`src/rtl/serial_adder_if.sv`:
```
// serial_adder_if: start/busy/done handshake and operand/result bus; sub exists only with SERIAL_ADDER_SUB_EN
interface serial_adder_if #(parameter int WIDTH = 16);
  logic             start;
  logic             cin;
  logic [WIDTH-1:0] a;
  logic [WIDTH-1:0] b;
  logic             busy;
  logic             done;
  logic [WIDTH-1:0] sum;
  logic             cout;
  logic             ovf;
`ifdef SERIAL_ADDER_SUB_EN
  logic             sub;
  modport master(output start, a, b, cin, sub, input busy, done, sum, cout, ovf);
  modport slave(input start, a, b, cin, sub, output busy, done, sum, cout, ovf);
`else
  modport master(output start, a, b, cin, input busy, done, sum, cout, ovf);
  modport slave(input start, a, b, cin, output busy, done, sum, cout, ovf);
`endif
endinterface

```
`src/rtl/serial_adder.sv`:
```
// serial_adder: multi-cycle adder, DIGIT bits per clock; SERIAL_ADDER_SUB_EN adds a subtract mode
module serial_adder #(
  parameter int WIDTH = 16,
  parameter int DIGIT = 1
) (
  input logic          clk,
  input logic          rst,
  serial_adder_if.slave bus
);
  localparam int N  = WIDTH / DIGIT;
  localparam int CW = $clog2(N + 1);
  typedef enum logic [1:0] {IDLE, RUN, DONE} state_t;
  state_t                 state_q, state_d;
  logic [WIDTH-1:0]       a_q, a_d, b_q, b_d, sum_q, sum_d, b_in;
  logic                   carry_q, carry_d, cout_q, cout_d, ovf_q, ovf_d, cin_in;
  logic [CW-1:0]          cnt_q, cnt_d;
  logic [DIGIT:0]         slice;
  logic [WIDTH+DIGIT-1:0] shifted;
`ifdef SERIAL_ADDER_SUB_EN
  assign b_in   = bus.sub ? ~bus.b : bus.b;
  assign cin_in = bus.sub | bus.cin;
`else
  assign b_in   = bus.b;
  assign cin_in = bus.cin;
`endif
  always_comb begin
    slice   = {1'b0, a_q[DIGIT-1:0]} + {1'b0, b_q[DIGIT-1:0]} + {{DIGIT{1'b0}}, carry_q};
    shifted = {slice[DIGIT-1:0], sum_q};
    state_d = state_q;
    a_d     = a_q;
    b_d     = b_q;
    sum_d   = sum_q;
    carry_d = carry_q;
    cout_d  = cout_q;
    ovf_d   = ovf_q;
    cnt_d   = cnt_q;
    if (state_q != RUN && bus.start) begin
      state_d = RUN;
      a_d     = bus.a;
      b_d     = b_in;
      carry_d = cin_in;
      cnt_d   = '0;
    end else if (state_q == RUN) begin
      a_d     = a_q >> DIGIT;
      b_d     = b_q >> DIGIT;
      sum_d   = WIDTH'(shifted >> DIGIT);
      carry_d = slice[DIGIT];
      cnt_d   = cnt_q + CW'(1);
      if (cnt_q == CW'(N - 1)) begin
        state_d = DONE;
        cout_d  = slice[DIGIT];
        // carry into the MSB recovered as a ^ b ^ sum of that bit
        ovf_d   = slice[DIGIT] ^ a_q[DIGIT-1] ^ b_q[DIGIT-1] ^ slice[DIGIT-1];
      end
    end else if (state_q == DONE) begin
      state_d = IDLE;
    end
  end
  always_ff @(posedge clk) begin
    if (rst) begin
      state_q <= IDLE;
      a_q     <= '0;
      b_q     <= '0;
      sum_q   <= '0;
      carry_q <= 1'b0;
      cout_q  <= 1'b0;
      ovf_q   <= 1'b0;
      cnt_q   <= '0;
    end else begin
      state_q <= state_d;
      a_q     <= a_d;
      b_q     <= b_d;
      sum_q   <= sum_d;
      carry_q <= carry_d;
      cout_q  <= cout_d;
      ovf_q   <= ovf_d;
      cnt_q   <= cnt_d;
    end
  end
  assign bus.busy = state_q == RUN;
  assign bus.done = state_q == DONE;
  assign bus.sum  = sum_q;
  assign bus.cout = cout_q;
  assign bus.ovf  = ovf_q;
endmodule

```
`src/flat_wrapper.sv`:
```
// flat-port wrapper written by rule: the top's interface ports become plain ports
module serial_adder_flat 
#(
  parameter int WIDTH = 16,
  parameter int DIGIT = 1
)
  (clk, rst, bus_start, bus_a, bus_b, bus_cin, bus_busy, bus_done, bus_sum, bus_cout, bus_ovf);
  serial_adder_if #(.WIDTH(WIDTH)) bus_i ();
  input logic clk;
  input logic rst;
  input wire logic [$bits(bus_i.start)-1:0] bus_start;
  input wire logic [$bits(bus_i.a)-1:0] bus_a;
  input wire logic [$bits(bus_i.b)-1:0] bus_b;
  input wire logic [$bits(bus_i.cin)-1:0] bus_cin;
  output wire logic [$bits(bus_i.busy)-1:0] bus_busy;
  output wire logic [$bits(bus_i.done)-1:0] bus_done;
  output wire logic [$bits(bus_i.sum)-1:0] bus_sum;
  output wire logic [$bits(bus_i.cout)-1:0] bus_cout;
  output wire logic [$bits(bus_i.ovf)-1:0] bus_ovf;
  assign bus_i.start = bus_start;
  assign bus_i.a = bus_a;
  assign bus_i.b = bus_b;
  assign bus_i.cin = bus_cin;
  assign bus_busy = bus_i.busy;
  assign bus_done = bus_i.done;
  assign bus_sum = bus_i.sum;
  assign bus_cout = bus_i.cout;
  assign bus_ovf = bus_i.ovf;
  serial_adder #(.WIDTH(WIDTH), .DIGIT(DIGIT)) u_core (.clk(clk), .rst(rst), .bus(bus_i));
endmodule
```
`config.mk`:
```
export PLATFORM = sky130hd
export DESIGN_NAME = serial_adder_flat
export DESIGN_NICKNAME = d
export VERILOG_FILES = /design/src/rtl/serial_adder_if.sv /design/src/rtl/serial_adder.sv /design/src/flat_wrapper.sv
export SDC_FILE = /design/constraint.sdc
export NUM_CORES = 1
export LEC_CHECK = 0
export CORE_MARGIN = 3
export CORE_UTILIZATION = 45
export DETAILED_ROUTE_END_ITERATION = 8
export PLACE_DENSITY = 0.74
export SETUP_SLACK_MARGIN = 0.05
export SYNTH_ARGS = -nofsm -noshare
export SYNTH_HDL_FRONTEND = slang
export SYNTH_SLANG_ARGS = --single-unit
```
`constraint.sdc`:
```
create_clock -name clk -period 1.32 [get_ports clk]
set_input_delay 0.132 -clock clk [delete_from_list [all_inputs] [get_ports clk]]
set_output_delay 0.132 -clock clk [all_outputs]
set_load 0.01 [all_outputs]
```
==> qor.txt, run 1 <==
status = complete, no violations
ANT nets after route = 0
clock slew at reported path FFs = 60 ps
Unique masters post-synth = 27
via/cell ratio = 4.99
critical path endpoint category = flop
Std-Cell Rows = 27
Die Y = 82.0 um
Sequential Power Share = 42.7%
cells after synthesis = 250
kind of critical path = flop to flop
Synth-to-Final Area Change = 42.6%
CTS Buffer Depth = 2
Max Freq = 761 MHz
htree depth = 3
PwrDens = 1200 nW/um2
leakage power = 1.57 nW
area of the core = 5540 um2
vias = 1975
WL/cell = 14.6 um
slew margin rel. = 82.8%
RSZ-0062 raised after global routing = yes
DR DRC count = 0
vias in the first global route = 1831
first-pass GRT wire length = 8270 um
Placer Congestion = 0.684
main flop type after synthesis = dfxtp_1
total internal power = 3.39 mW
dpl hpwl = 3270 um
Slew Viols, Final = 0
Starting DRT DRC Count = 99
CTS buffer count = 9
Post-synth EDFFs = 0
Syn Std Cell Area = 2600 um2
drt pass-1 iters = 4
FF+latch count, synth = 58
final setup fails = 0
CTS root buffer = clkbuf_8
Worst Skew = 5.62 ps
largest net degree at the start of global routing = 59
number of synthesis warnings = 0
Final Critical Period = 1310 ps
All-Layer GR Usage = 16.3%
Sw Ratio = 23.5%
clock power share = 40.7%
worst path arrival time = 1530 ps
top cell type by total area after synthesis = dfxtp_1
Worst Path Required = 1530 ps
Synth async-reset ratio = 0%
Combinational Power Share = 16.6%
Die X = 82.0 um
Syn Area/Cell = 10.4 um2
starting density of the core = 47.0%
Clock Sinks = 58
Core Util, Final = 66.9%
sw power = 1.04 mW
Fin. Hold Viols = 0
worst hold margin = 252 ps
Critical Path Start Type = flop
I/O pins = 56
Max Cap Viol = 0
Placed Area = 3250 um2
share of post-route cells with drive strength above 1 = 27.8%
port bufs = 55
fin crit share = 99.6%
latest clock arrival within the worst-skew pair = 330 ps
final wirelength = 5780 um
die area = 6730 um2
Finished Cell Area = 3710 um2
crit-path max FO = 6
Post-Syn Nets = 292
CTS tree = yes
Ant. Diodes = 0
initial antenna violation count = 0
Max rail drop VDD = 1.07 mV
post-synth top area share = 44.6%
register area share after synthesis = 44.6%
Synth area leaders = dfxtp_1, mux2i_1, mux2_2, nor2_1, ha_1
grt ovf = 0
Worst Hold Class = input port to flop
Nets = 361
Worst Tran Pin Value = 257 ps
[routing by layer]
metal	vias to the layer above	track usage (%)	part of all wire [%]
met5	-	0	0
met4	0	8.97	1.7
met3	11	4.28	3.6
met2	35	26.3	50
met1	943	19.6	45
li1	986	-	-
[cell usage in the layout, fill, tap and decap left out, types with 2 or more instances in the layout]
| cell type | netlist | routed |
|---|---|---|
| nor3b_2 | 0 | 3 |
| ha_4 | 0 | 3 |
| fa_1 | 2 | 2 |
| buf_12 | 0 | 5 |
| dfxtp_2 | 0 | 5 |
| dlygate4sd2_1 | 0 | 18 |
| buf_6 | 3 | 2 |
| nand2_1 | 4 | 4 |
| clkbuf_16 | 0 | 4 |
| nor3_1 | 2 | 2 |
| a211oi_1 | 2 | 2 |
| clkbuf_8 | 0 | 10 |
| mux2_2 | 30 | 30 |
| nor2_1 | 52 | 52 |
| buf_2 | 3 | 4 |
| buf_4 | 6 | 8 |
| inv_1 | 6 | 4 |
| a21oi_1 | 8 | 7 |
| bufinv_16 | 0 | 2 |
| dfxtp_1 | 58 | 52 |
| clkdlybuf4s50_1 | 0 | 33 |
| inv_2 | 0 | 2 |
| mux2i_1 | 48 | 47 |
| nand3_1 | 3 | 3 |
| clkinv_2 | 0 | 2 |
[state kept, by name, indices dropped and copies added (netlist names)]
| register | cells |
|---|---|
| u_core.a_q | 16 |
| u_core.b_q | 16 |
| u_core.bus.cout | 1 |
| u_core.bus.ovf | 1 |
| u_core.bus.sum | 16 |
| u_core.carry_q | 1 |
| u_core.cnt_q | 5 |
| u_core.state_q | 2 |
[power groups by stage]
stage / registers (mW) / logic (mW) / clock network, mW
5_1_grt: 1.90 / 0.793 / 1.92
3_5_place_dp: 1.93 / 0.607 / 0
3_3_place_gp: 1.92 / 0.595 / 0
4_1_cts: 1.89 / 0.610 / 1.84
2_1_floorplan: 1.92 / 0.406 / 0
6_report: 1.89 / 0.735 / 1.80
[synth_stat cells, types with 3 or more instances]
library cell	count
nor3b_1	3
inv_1	6
buf_2	3
nor2_1	52
nand3_1	3
a21oi_1	8
mux2_2	30
buf_6	3
mux2i_1	48
nand2_1	4
buf_4	6
ha_1	4
clkbuf_1	3
dfxtp_1	58
[cell families after synthesis]
logic type               share of synthesized area (%)
adder cells (fa/ha/maj)                           3.46
XOR/XNOR                                         0.674
AO/OA/AOI/OAI                                     3.13
buffers and inverters                             5.19
flip-flops                                        44.6
multiplexers                                      32.0
AND/OR/NAND/NOR                                   10.9
[critical path: stages (launching register included)]
cell      delay (ps)
dfxtp_2          350
inv_2             50
ha_4             190
buf_6            130
buf_12           120
buf_4            130
nand2b_4          50
o31a_1           130
nor2_1            40
[metrics by stage]
stage / setup slack (ps) / power (mW) / TNS [ps] / instances
floorplan: 43.9 / 2.32 / 0 / 250
global placement: 35.8 / 2.52 / 0 / 369
detailed placement: -0.859 / 2.53 / -0.859 / 369
CTS: -10.8 / 4.34 / -10.8 / 387
global route: -70.2 / 4.62 / -172 / 396
finish: 5.16 / 4.43 / 0 / 396
[timing repair]
action,4_1_cts,5_1_grt
hold endpoints to repair,0,0
endpoints found under the setup margin,30,43
hold buffers,0,0
gates resized for setup,37,13
pin swaps,3,12
cloned,0,4
setup buffers,2,5
[layout make-up]
type | instances | area, um2
Clock buffer | 11 | 141
Clock inverter | 5 | 77.6
Inverter | 6 | 22.5
Tap cell | 72 | 90.1
Sequential cell | 58 | 1170
Fill cell | 453 | 1830
Timing Repair Buffer | 75 | 818
Multi-Input combinational cell | 169 | 1390
[final timing paths]
check                                                    start                      endpoint  slack [ps]  depth (start not counted)
worst max register to register  u_core.state_q[1]$_SDFFE_PP0P_  u_core.cnt_q[4]$_SDFFE_PP0P_           5                          8
worst max-delay path            u_core.state_q[1]$_SDFFE_PP0P_  u_core.cnt_q[4]$_SDFFE_PP0P_           5                          8
worst min-delay path                                       rst    u_core.a_q[4]$_SDFFE_PP0P_         250                          3
worst min register to register    u_core.bus.cout$_SDFFE_PP0P_  u_core.bus.cout$_SDFFE_PP0P_         470                          2
No activity file was read; power rests on OpenSTA's default activity.
==> inputs of run 2 (changes only) <==
--- a/config.mk
+++ b/config.mk
@@ -5,6 +5,7 @@
 export SDC_FILE = /design/constraint.sdc
 export NUM_CORES = 1
 export LEC_CHECK = 0
+export ABC_CLOCK_PERIOD_IN_PS = 1320
 export CORE_MARGIN = 3
 export CORE_UTILIZATION = 45
 export DETAILED_ROUTE_END_ITERATION = 8
==> results of run 2 <==
Final layout, timing and power as in run 1 (identical DEF).
==> inputs of run 3 (changes only) <==
--- a/config.mk
+++ b/config.mk
@@ -6,8 +6,9 @@
 export NUM_CORES = 1
 export LEC_CHECK = 0
 export ABC_CLOCK_PERIOD_IN_PS = 1320
-export CORE_MARGIN = 3
+export CORE_MARGIN = 4
 export CORE_UTILIZATION = 45
+export CTS_CLUSTER_SIZE = 40
 export DETAILED_ROUTE_END_ITERATION = 8
 export PLACE_DENSITY = 0.74
 export SETUP_SLACK_MARGIN = 0.05
==> run 3 against run 2 <==
Effect of this change: the run now ends with negative setup slack left; worst hold slack lost 100 ps; highest routed layer unchanged; cell area fell by 4.1%; sequential share of layout area grew 1.3 points; clock-buffer cell count rose by 1; global-route usage is 1.3 points lower; wire length fell by 10%; core utilization down 2.8 points; largest power group is now clock; largest cell class unchanged; sequential cell count did not move; first-iteration DRC count is 53% lower; non-clock buffer count is 4 lower; total power down 0.70%; maximum frequency is 0.72% lower.
==> qor.txt, run 3 (synthesis gave the netlist of run 1 again) <==
via/cell ratio = 4.89 (was 4.99)
final wirelength = 5180 um (was 5780 um)
critical path endpoint category = flop (unchanged)
highest routed layer = met4 (unchanged)
share of post-route cells with drive strength above 1 = 25.9% (was 27.8%)
area of the multi-input gates = 1370 um2 (was 1390 um2)
first-pass GRT wire length = 8510 um (was 8270 um)
I/O pins = 56 (unchanged)
clock slew at reported path FFs = 70 ps (was 60 ps)
total internal power = 3.41 mW (was 3.39 mW)
Core Util, Final = 64.2% (was 66.9%)
crit-path max FO = 2 (was 6)
Combinational Power Share = 13.9% (was 16.6%)
die area = 7060 um2 (was 6730 um2)
Max Cap Viol = 0 (unchanged)
CTS Buffer Depth = 2 (unchanged)
Ant. Diodes = 0 (unchanged)
Clock Sinks = 58 (unchanged)
Sw Ratio = 22.5% (was 23.5%)
DR DRC count = 0 (unchanged)
WL/cell = 13.2 um (was 14.6 um)
pre-CTS setup slack = -3.95 ps (was -0.859 ps)
met3 routed WL = 221 um (was 208 um)
slew margin rel. = 82.3% (was 82.8%)
kind of critical path = flop to flop (unchanged)
drt pass-1 iters = 4 (unchanged)
sw power = 0.989 mW (was 1.04 mW)
Max rail drop VDD = 1.17 mV (was 1.07 mV)
area of the core = 5540 um2 (unchanged)
ANT nets after route = 0 (unchanged)
fin crit share = 100% (was 99.6%)
Worst Tran Pin Value = 266 ps (was 257 ps)
clock power share = 43.1% (was 40.7%)
Std-Cell Rows = 27 (unchanged)
vias in the first global route = 1856 (was 1831)
dpl hpwl = 3580 um (was 3270 um)
leakage power = 1.51 nW (was 1.57 nW)
largest net degree at the start of global routing = 38 (was 59)
Worst Path Required = 1580 ps (was 1530 ps)
RSZ-0062 raised after global routing = yes (unchanged)
All-Layer GR Usage = 15.0% (was 16.3%)
storage element area = 1170 um2 (about the same)
starting density of the core = 47.0% (unchanged)
Max Freq = 755 MHz (was 761 MHz)
Worst Setup Slack, final = -4.43 ps (was 5.16 ps)
CTS root buffer = clkbuf_8 (unchanged)
Placer Congestion = 0.706 (was 0.684)
PwrDens = 1240 nW/um2 (was 1200 nW/um2)
Hold-fix buffers, CTS = 0 (unchanged)
latest clock arrival within the worst-skew pair = 330 ps (about the same)
met1 wire length = 2250 um (was 2590 um)
Nets = 357 (was 361)
Fin. Hold Viols = 0 (unchanged)
htree depth = 3 (unchanged)
Die X = 84.0 um (was 82.0 um)
final setup fails = 1 (was 0)
grt ovf = 0 (unchanged)
CTS buffer count = 9 (unchanged)
Worst Hold Class = input port to flop (unchanged)
Die Y = 84.0 um (was 82.0 um)
commonest cells after routing, fill and taps aside = nor2_1, dfxtp_1, mux2i_1 (unchanged)
vias = 1917 (was 1975)
Critical Path Start Type = flop (unchanged)
worst path arrival time = 1590 ps (was 1530 ps)
Worst Skew = 9.32 ps (was 5.62 ps)
Starting DRT DRC Count = 47 (was 99)
initial antenna violation count = 0 (unchanged)
port bufs = 55 (unchanged)
met2 wire length = 2620 um (was 2890 um)
Final Critical Period = 1320 ps (was 1310 ps)
Slew Viols, Final = 0 (unchanged)
Synth-to-Final Area Change = 36.7% (was 42.6%)
violated checks = negative setup slack
status = complete, but fails checks (was complete, no violations)
CTS tree = yes (unchanged)
Sequential Power Share = 43.0% (was 42.7%)
Fillers = 476 (was 453)
## run 3: changes by cell type in the layout (fill, tap and decap cells not counted), moves of 2 or more
cell | previous run | this run
clkbuf_8 | 10 | 12
nor3b_1 | 0 | 2
clkbuf_16 | 4 | 0
buf_4 | 8 | 12
nor3b_2 | 3 | 1
buf_12 | 5 | 3
## run 3: timing repair
action	CTS	global route
setup endpoints to repair	26	20
pin swaps	4	4
buffers inserted	2	0
resized for setup	34	6
## run 3: through the flow
step / area, um2 / TNS (ps) / total power, mW / std cells / hold WS (ps)
2_1_floorplan: 2610 / 0 / 2.32 / 250 / 327
3_3_place_gp: 3280 / 0 / 2.52 / 374 / 464
3_5_place_dp: 3280 / -5.40 / 2.54 / 374 / 464
4_1_cts: 3540 / -45.5 / 4.44 / 392 / 132
5_1_grt: 3550 / -126 / 4.58 / 392 / 156
6_report: 3550 / -4.43 / 4.40 / 392 / 148
## run 3: power by group through the flow
| stage | Combinational [mW] | Sequential, mW | Clock, mW |
|---|---|---|---|
| finish | 0.611 | 1.89 | 1.90 |
| floorplan | 0.406 | 1.92 | 0 |
| detailed placement | 0.611 | 1.93 | 0 |
| global route | 0.670 | 1.90 | 2.00 |
| global placement | 0.601 | 1.92 | 0 |
| CTS | 0.613 | 1.89 | 1.93 |
## run 3: critical path, cell delays in order (launching register included)
cell and delay (ps):
dfxtp_2 330, fa_1 580, xnor2_1 120, nand3_1 90, a21oi_1 150
## run 3: final timing paths
| path | start | endpoint | slack [ps] | cells past startpoint |
|---|---|---|---|---|
| hold / removal | rst | u_core.a_q[8]$_SDFFE_PP0P_ | 150 | 2 |
| setup reg to reg | u_core.a_q[0]$_SDFFE_PP0P_ | u_core.bus.ovf$_SDFFE_PP0P_ | -4 | 4 |
| hold reg to reg | u_core.bus.ovf$_SDFFE_PP0P_ | u_core.bus.ovf$_SDFFE_PP0P_ | 470 | 2 |
| setup / recovery | u_core.a_q[0]$_SDFFE_PP0P_ | u_core.bus.ovf$_SDFFE_PP0P_ | -4 | 4 |
## run 3: layer usage
metal  global-route usage [%]  vias to the layer above
met5                        0                        -
met4                     6.14                        0
met3                     4.84                        9
met2                     25.9                       33
met1                     16.9                      900
li1                         -                      975
## run 3: cell type report
class / count / area share, %
well taps: 72 / 2.53
clock buffers: 12 / 4.65
flip-flops and latches: 58 / 32.9
repair buffers: 71 / 18.8
clock inverters: 4 / 2.04
multi-input cells: 169 / 38.4
inverters: 6 / 0.634
